### config.mk
export PLATFORM = sky130hd
export DESIGN_NAME = axi_rt_bw_monitor
export DESIGN_NICKNAME = d
export VERILOG_FILES = /design/src/rtl/axi_rt_bw_mon_pkg.sv /design/src/rtl/axi_rt_bw_counter.sv /design/src/rtl/axi_rt_bw_monitor.sv
export SDC_FILE = /design/constraint.sdc
export NUM_CORES = 1
export LEC_CHECK = 0
export BUFFER_PORTS_ARGS = -buffer_cell sky130_fd_sc_hd__buf_2
export CORE_ASPECT_RATIO = 2
export CORE_MARGIN = 4
export CORE_UTILIZATION = 40
export CTS_BUF_LIST = sky130_fd_sc_hd__clkbuf_8
export DETAILED_ROUTE_END_ITERATION = 8
export HOLD_SLACK_MARGIN = 0.08
export PLACE_DENSITY = 0.67
export SYNTH_ARGS = -nofsm -noshare
export SYNTH_HDL_FRONTEND = slang
export SYNTH_SLANG_ARGS = --single-unit
### constraint.sdc
create_clock -name clk_i -period 5.85 [get_ports clk_i]
set_clock_uncertainty 0.05 [all_clocks]
set_input_delay 1.17 -clock clk_i [delete_from_list [all_inputs] [get_ports clk_i]]
set_output_delay 1.17 -clock clk_i [all_outputs]
set_load 0.01 [all_outputs]
### src/rtl/axi_rt_bw_mon_pkg.sv
// Shared types and helpers for the real-time port bandwidth monitor.
// Default snoop structs carry only the handshake and strobe fields the monitor reads.
package axi_rt_bw_mon_pkg;

    typedef enum logic {
        IDLE = 1'b0,
        RUN  = 1'b1
    } mon_state_e;

    typedef struct packed {
        logic [7:0] strb;
    } mon_w_chan_t;

    typedef struct packed {
        mon_w_chan_t w;
        logic        w_valid;
        logic        r_ready;
    } mon_req_t;

    typedef struct packed {
        logic w_ready;
        logic r_valid;
    } mon_resp_t;

    function automatic int unsigned bytes_per_beat(input int unsigned data_width);
        return data_width / 8;
    endfunction

endpackage

### src/rtl/axi_rt_bw_counter.sv
// Per-channel byte counter: saturating window accumulator, closed-window latch,
// threshold compare and sticky overrun flag.
module axi_rt_bw_counter #(
    parameter int unsigned CountWidth = 32
) (
    input  logic                  clk_i,
    input  logic                  rst_ni,
    input  logic                  run_i,
    input  logic                  beat_i,
    input  logic                  close_i,
    input  logic                  clear_i,
    input  logic [CountWidth-1:0] inc_i,
    input  logic [CountWidth-1:0] thresh_i,
    output logic [CountWidth-1:0] bytes_o,
    output logic                  overrun_o
);

    logic [CountWidth-1:0] run_q;
    logic [CountWidth-1:0] bytes_q;
    logic                  over_q;
    logic [CountWidth-1:0] beat_inc;
    logic [CountWidth:0]   sum;
    logic [CountWidth-1:0] run_total;
    logic                  over_set;

    always_comb begin
        beat_inc  = beat_i ? inc_i : '0;
        sum       = {1'b0, run_q} + {1'b0, beat_inc};
        run_total = sum[CountWidth] ? '1 : sum[CountWidth-1:0];
        over_set  = run_i && (thresh_i != '0) && (run_total > thresh_i);
    end

    always_ff @(posedge clk_i or negedge rst_ni) begin
        if (!rst_ni) begin
            run_q   <= '0;
            bytes_q <= '0;
            over_q  <= 1'b0;
        end else begin
            // Idle or a closing window both leave the accumulator at zero.
            if (!run_i || close_i) begin
                run_q <= '0;
            end else begin
                run_q <= run_total;
            end
            if (close_i) begin
                bytes_q <= run_total;
            end
            over_q <= over_set | (over_q & ~clear_i);
        end
    end

    assign bytes_o   = bytes_q;
    assign overrun_o = over_q;

endmodule

### src/rtl/axi_rt_bw_monitor.sv
// Passive read/write byte-rate monitor over a programmable cycle window.
// Optional AXI_RT_BW_MON_STRB_EN: write beats count set strobe bits instead of full width.
module axi_rt_bw_monitor
    import axi_rt_bw_mon_pkg::*;
#(
    parameter int unsigned DataWidth   = 64,
    parameter int unsigned WindowWidth = 32,
    parameter int unsigned CountWidth  = 32,
    parameter type         axi_req_t   = mon_req_t,
    parameter type         axi_resp_t  = mon_resp_t
) (
    input  logic                   clk_i,
    input  logic                   rst_ni,
    input  axi_req_t               req_i,
    input  axi_resp_t              resp_i,
    input  logic                   enable_i,
    input  logic [WindowWidth-1:0] window_i,
    input  logic [CountWidth-1:0]  r_thresh_i,
    input  logic [CountWidth-1:0]  w_thresh_i,
    input  logic                   clear_i,
    output logic                   active_o,
    output logic                   window_done_o,
    output logic [CountWidth-1:0]  r_bytes_o,
    output logic [CountWidth-1:0]  w_bytes_o,
    output logic                   r_overrun_o,
    output logic                   w_overrun_o
);

    localparam int unsigned BytesPerBeat = bytes_per_beat(DataWidth);

    mon_state_e             state_q, state_d;
    logic [WindowWidth-1:0] win_len_q;
    logic [WindowWidth-1:0] win_cnt_q;
    logic                   done_q;
    logic                   start;
    logic                   close;
    logic                   running;
    logic                   r_beat;
    logic                   w_beat;
    logic [CountWidth-1:0]  r_inc;
    logic [CountWidth-1:0]  w_inc;
    logic                   unused_snoop;

    assign r_beat  = resp_i.r_valid & req_i.r_ready;
    assign w_beat  = req_i.w_valid & resp_i.w_ready;
    assign running = (state_q == RUN) && enable_i;
    assign r_inc   = CountWidth'(BytesPerBeat);

`ifdef AXI_RT_BW_MON_STRB_EN
    always_comb begin
        w_inc = '0;
        for (int unsigned i = 0; i < $bits(req_i.w.strb); i++) begin
            w_inc = w_inc + CountWidth'(req_i.w.strb[i]);
        end
    end
`else
    assign w_inc = CountWidth'(BytesPerBeat);
`endif

    // Snooped struct fields the monitor never looks at.
    assign unused_snoop = ^{req_i, resp_i};

    always_comb begin
        state_d = state_q;
        start   = 1'b0;
        close   = 1'b0;
        case (state_q)
            IDLE: begin
                if (enable_i && (window_i != '0)) begin
                    state_d = RUN;
                    start   = 1'b1;
                end
            end
            RUN: begin
                if (!enable_i) begin
                    state_d = IDLE;
                end else if (win_cnt_q == win_len_q - WindowWidth'(1)) begin
                    close = 1'b1;
                    if (window_i == '0) begin
                        state_d = IDLE;
                    end
                end
            end
            default: state_d = IDLE;
        endcase
    end

    always_ff @(posedge clk_i or negedge rst_ni) begin
        if (!rst_ni) begin
            state_q <= IDLE;
        end else begin
            state_q <= state_d;
        end
    end

    // window_i is only sampled at entry and at window boundaries.
    always_ff @(posedge clk_i or negedge rst_ni) begin
        if (!rst_ni) begin
            win_len_q <= '0;
            win_cnt_q <= '0;
            done_q    <= 1'b0;
        end else begin
            done_q <= close;
            if (start || close) begin
                win_len_q <= window_i;
                win_cnt_q <= '0;
            end else if (state_q == RUN) begin
                win_cnt_q <= win_cnt_q + WindowWidth'(1);
            end
        end
    end

    axi_rt_bw_counter #(
        .CountWidth(CountWidth)
    ) u_r_counter (
        .clk_i    (clk_i),
        .rst_ni   (rst_ni),
        .run_i    (running),
        .beat_i   (r_beat),
        .close_i  (close),
        .clear_i  (clear_i),
        .inc_i    (r_inc),
        .thresh_i (r_thresh_i),
        .bytes_o  (r_bytes_o),
        .overrun_o(r_overrun_o)
    );

    axi_rt_bw_counter #(
        .CountWidth(CountWidth)
    ) u_w_counter (
        .clk_i    (clk_i),
        .rst_ni   (rst_ni),
        .run_i    (running),
        .beat_i   (w_beat),
        .close_i  (close),
        .clear_i  (clear_i),
        .inc_i    (w_inc),
        .thresh_i (w_thresh_i),
        .bytes_o  (w_bytes_o),
        .overrun_o(w_overrun_o)
    );

    assign active_o      = (state_q == RUN);
    assign window_done_o = done_q;

endmodule

==> impl_metrics.py <==
metrics = {
    "placed_design": {
        "io_buffers": 171,
        "dp.cells": 1852,
        "dp_hpwl_um": 28590,
        "gp_congestion": 0.9520,
        "preCtsSetupSlack_ns": 0.1569,
        "placed_area_sq_um": 13670,
    },
    "pwr": {
        "total_power_mw": 2.914,
        "leakage_nw": 7.097,
        "ir_drop_mv": 0.1457,
        "power-per-cell-area_nw_per_um2": 207.5,
    },
    "floorplan": {
        "ioPinCount": 180,
        "dieArea_sq_um": 34260,
        "die_width_um": 132.9,
        "die_h_um": 257.8,
        "initial_utilization_pct": 40.44,
        "design.core.area_sq_um": 30860,
        "rows": 91,
    },
    "detailed_routing": {
        "detail_route.iter0.violations": 506,
        "via_count": 10680,
        "ant_nets": 0,
        "drc": 0,
        "routed_via_density": 5.669,
        "routed_wl_um": 36760,
        "first_pass_iters": 5,
        "wire_per_inst_um": 19.51,
    },
    "cts": {
        "post_cts.repair.setup_buffers": 0,
        "clkSinkCount": 196,
        "cts.hold.buffers_added": 0,
        "clk_pin_slew_worst_paths_ns": 0.09,
        "cts-htree-levels": 4,
        "cts.path.max_buffers": 2,
        "cts_buffers": 17,
        "cts_tree": "done",
        "clkLatencyLatePin_ns": 0.51,
        "ctsRootBufferMaster": "clkbuf_8",
        "cts-resized-gates": 0,
    },
    "global_route": {
        "use_met2_pct": 41.04,
        "grt_max_degree": 110,
        "antenna_found_initial": 0,
        "grtUsageMet3_pct": 3.821,
        "grt_pass1_wl_um": 57440,
        "overflow": 0,
        "grt_busiest_layer": "met2",
        "grt_pass1_vias": 11010,
        "track_usage_pct": 21.26,
        "grt_use_met1_pct": 20.67,
    },
    "logic_synthesis": {
        "avgSynthCellArea_sq_um": 9.476,
        "synth_cell_type_count": 71,
        "ys_warn_count": 0,
        "syn_nets": 1499,
        "ys_seq_area_share_pct": 39.30,
        "syn_area_sq_um": 12480,
        "synth_flop_cell": "dfrtp_1",
        "syn_inst": 1317,
        "ys_ff_latch": 196,
        "async_reset_ff_share_pct": 100.0,
        "synth_edf_count": 0,
    },
    "timing": {
        "fmax_mhz": 188.9,
        "whs_ns": 0.4586,
        "grt_setup_unrepaired": "no",
        "relSlewSlack_pct": 27.86,
        "fin_crit_sh_pct": 90.51,
        "drv_slew": 0,
        "period_needed_ns": 5.295,
        "setup_viol": 0,
        "hold_viol_final": 0,
        "fin_ws_ns": 0.5550,
        "tightest_slew_ns": 1.082,
        "fin_setup_tns_ns": 0,
    },
    "critical_path": {
        "worstSetupStartpointType": "input port",
        "cpMaxStageDelayCell": "a2111oi_0",
        "cp_num_buf_inv": 1,
        "required_ns": 6.16,
        "critPathTopFamily": "compound AO/OA/AOI/OAI gates",
        "end_kind": "flip-flop",
        "path_max_fanout": 3,
        "critPathKind": "input port to flip-flop",
        "slowest_delay_ns": 0.41,
        "critPathArrivalTime_ns": 5.60,
        "cp_cell_sequence": "buf_2, and2_1, ha_1, and4_1, and4_1, nand3_1, nor3_1, nand3_1, or2_2, o21ai_0, ha_1, a21o_1, a21o_1, a21oi_1, nor2_1, a211oi_1, o21a_1, a311oi_1, a2111oi_0, o22ai_1",
    },
    "cells_and_area": {
        "fillers": 3000,
        "final_core_util_pct": 45.51,
        "nets": 1635,
        "drive_gt1_share_pct": 22.03,
        "area_growth_syn_to_layout_pct": 12.53,
        "stdcell_area_sq_um": 14040,
        "n_antenna_cell": 0,
        "layout.cells.non_filler": 1884,
    },
    "min_path": {
        "min_path_type": "flip-flop to flip-flop",
    },
    "flow_run": {
        "cap_violations": 0,
    },
    "outcome": {
        "outcome": "complete, no violations",
    },
}
## Yosys cell counts, types with 3 or more instances
cell type	number	area share [%]
or3_1	6	0.30
xnor2_1	48	3.4
o31ai_1	5	0.30
ha_1	70	7.0
nor2_1	91	2.7
inv_1	77	2.3
and4_1	11	0.77
nand2_1	108	3.2
and2_1	4	0.20
o21a_1	8	0.48
nor4_1	38	1.9
mux2i_1	3	0.24
nor4b_1	5	0.35
nor4_2	4	0.40
a31oi_1	8	0.40
nor3b_1	3	0.18
mux2_2	64	5.8
xor2_1	57	4.0
o211ai_1	7	0.42
or4_1	5	0.30
nand3b_1	4	0.24
a22oi_1	33	2.0
nand4_1	40	2.0
mux2_1	3	0.27
buf_6	4	0.36
dfrtp_1	196	39
nand2b_1	20	1.0
buf_4	6	0.36
o21ai_0	24	0.96
nor2_4	20	1.8
clkbuf_1	50	1.5
a21o_1	16	0.96
and3_1	50	2.5
a21oi_1	62	2.5
nor2b_1	13	0.65
a221o_1	30	2.4
buf_2	10	0.40
a211oi_1	3	0.18
nand3_1	49	2.0
nor3_1	23	0.92
## logic make-up (layout without fill, tap and decap cells)
kind of cell / Yosys count / after routing / synth area share, %
DFF: 196 / 196 / 39.30
xor gates and xnor gates: 105 / 105 / 7.369
adders and majority gates: 70 / 70 / 7.018
muxes: 70 / 70 / 6.286
AOI/OAI and AO/OA: 219 / 219 / 12.22
and+or+nand+nor: 506 / 506 / 22.48
buffers and inverters: 151 / 300 / 5.324
## layout make-up
type / instances / area, sq um / area share (%)
Clock buffer: 20 / 275.3 / 1.960
Clock inverter: 12 / 102.6 / 0.7306
Inverter: 77 / 289.0 / 2.058
Multi-Input combinational cell: 970 / 6922 / 49.29
Sequential cell: 196 / 4905 / 34.93
Tap cell: 418 / 523.0 / 3.724
Timing Repair Buffer: 191 / 1027 / 7.315
## worst paths after layout
kind,start,endpoint,slack (ns),cells after the start
min in group asynchronous,rst_ni,u_r_counter.bytes_o[13],0.64,1
worst min-delay path,u_r_counter.bytes_o[29],u_r_counter.bytes_o[29],0.46,1
worst max register to register,u_w_counter.run_q[3],u_w_counter.overrun_o,1.11,18
worst max-delay path,req_i[1],u_w_counter.overrun_o,0.56,20
max in group asynchronous,rst_ni,win_len_q[8],4.03,2
worst min register to register,u_r_counter.bytes_o[29],u_r_counter.bytes_o[29],0.46,1
## per-layer routing
layer	wire length, um	share of wire (%)	up-vias
met1	12590	34	5246
met5	0	0	-
met4	2079	5.7	0
met3	1706	4.6	102
met2	20380	55	328
li1	-	-	5004
## registers in the layout (all words and copies together), names as in the netlist
register	flops
win_len_q	32
u_r_counter.run_q	32
window_done_o	1
win_cnt_q	32
u_r_counter.overrun_o	1
u_w_counter.run_q	32
u_r_counter.bytes_o	32
u_w_counter.overrun_o	1
u_w_counter.bytes_o	32
active_o	1
## placed cells by master (no fill, tap or decap), drive strengths merged, types with 30 or more instances in the layout
cell / synthesis / layout
nor2: 111 / 111
a221o: 30 / 30
xor2: 57 / 57
buf: 24 / 190
and3: 50 / 50
nor4: 42 / 42
nand3: 49 / 49
nand2: 108 / 108
mux2: 67 / 67
dfrtp: 196 / 196
nand4: 41 / 41
xnor2: 48 / 48
ha: 70 / 70
a22oi: 33 / 33
a21oi: 62 / 62
inv: 77 / 84
## report_power, final
group          leakage [nW]  switching [mW]  internal (mW)
sequential             2.64           0.147           1.41
combinational          4.26           0.274          0.215
clock                 0.191           0.527          0.338
total                  7.10           0.948           1.97
Note: power is estimated with default switching activity, not from simulation.
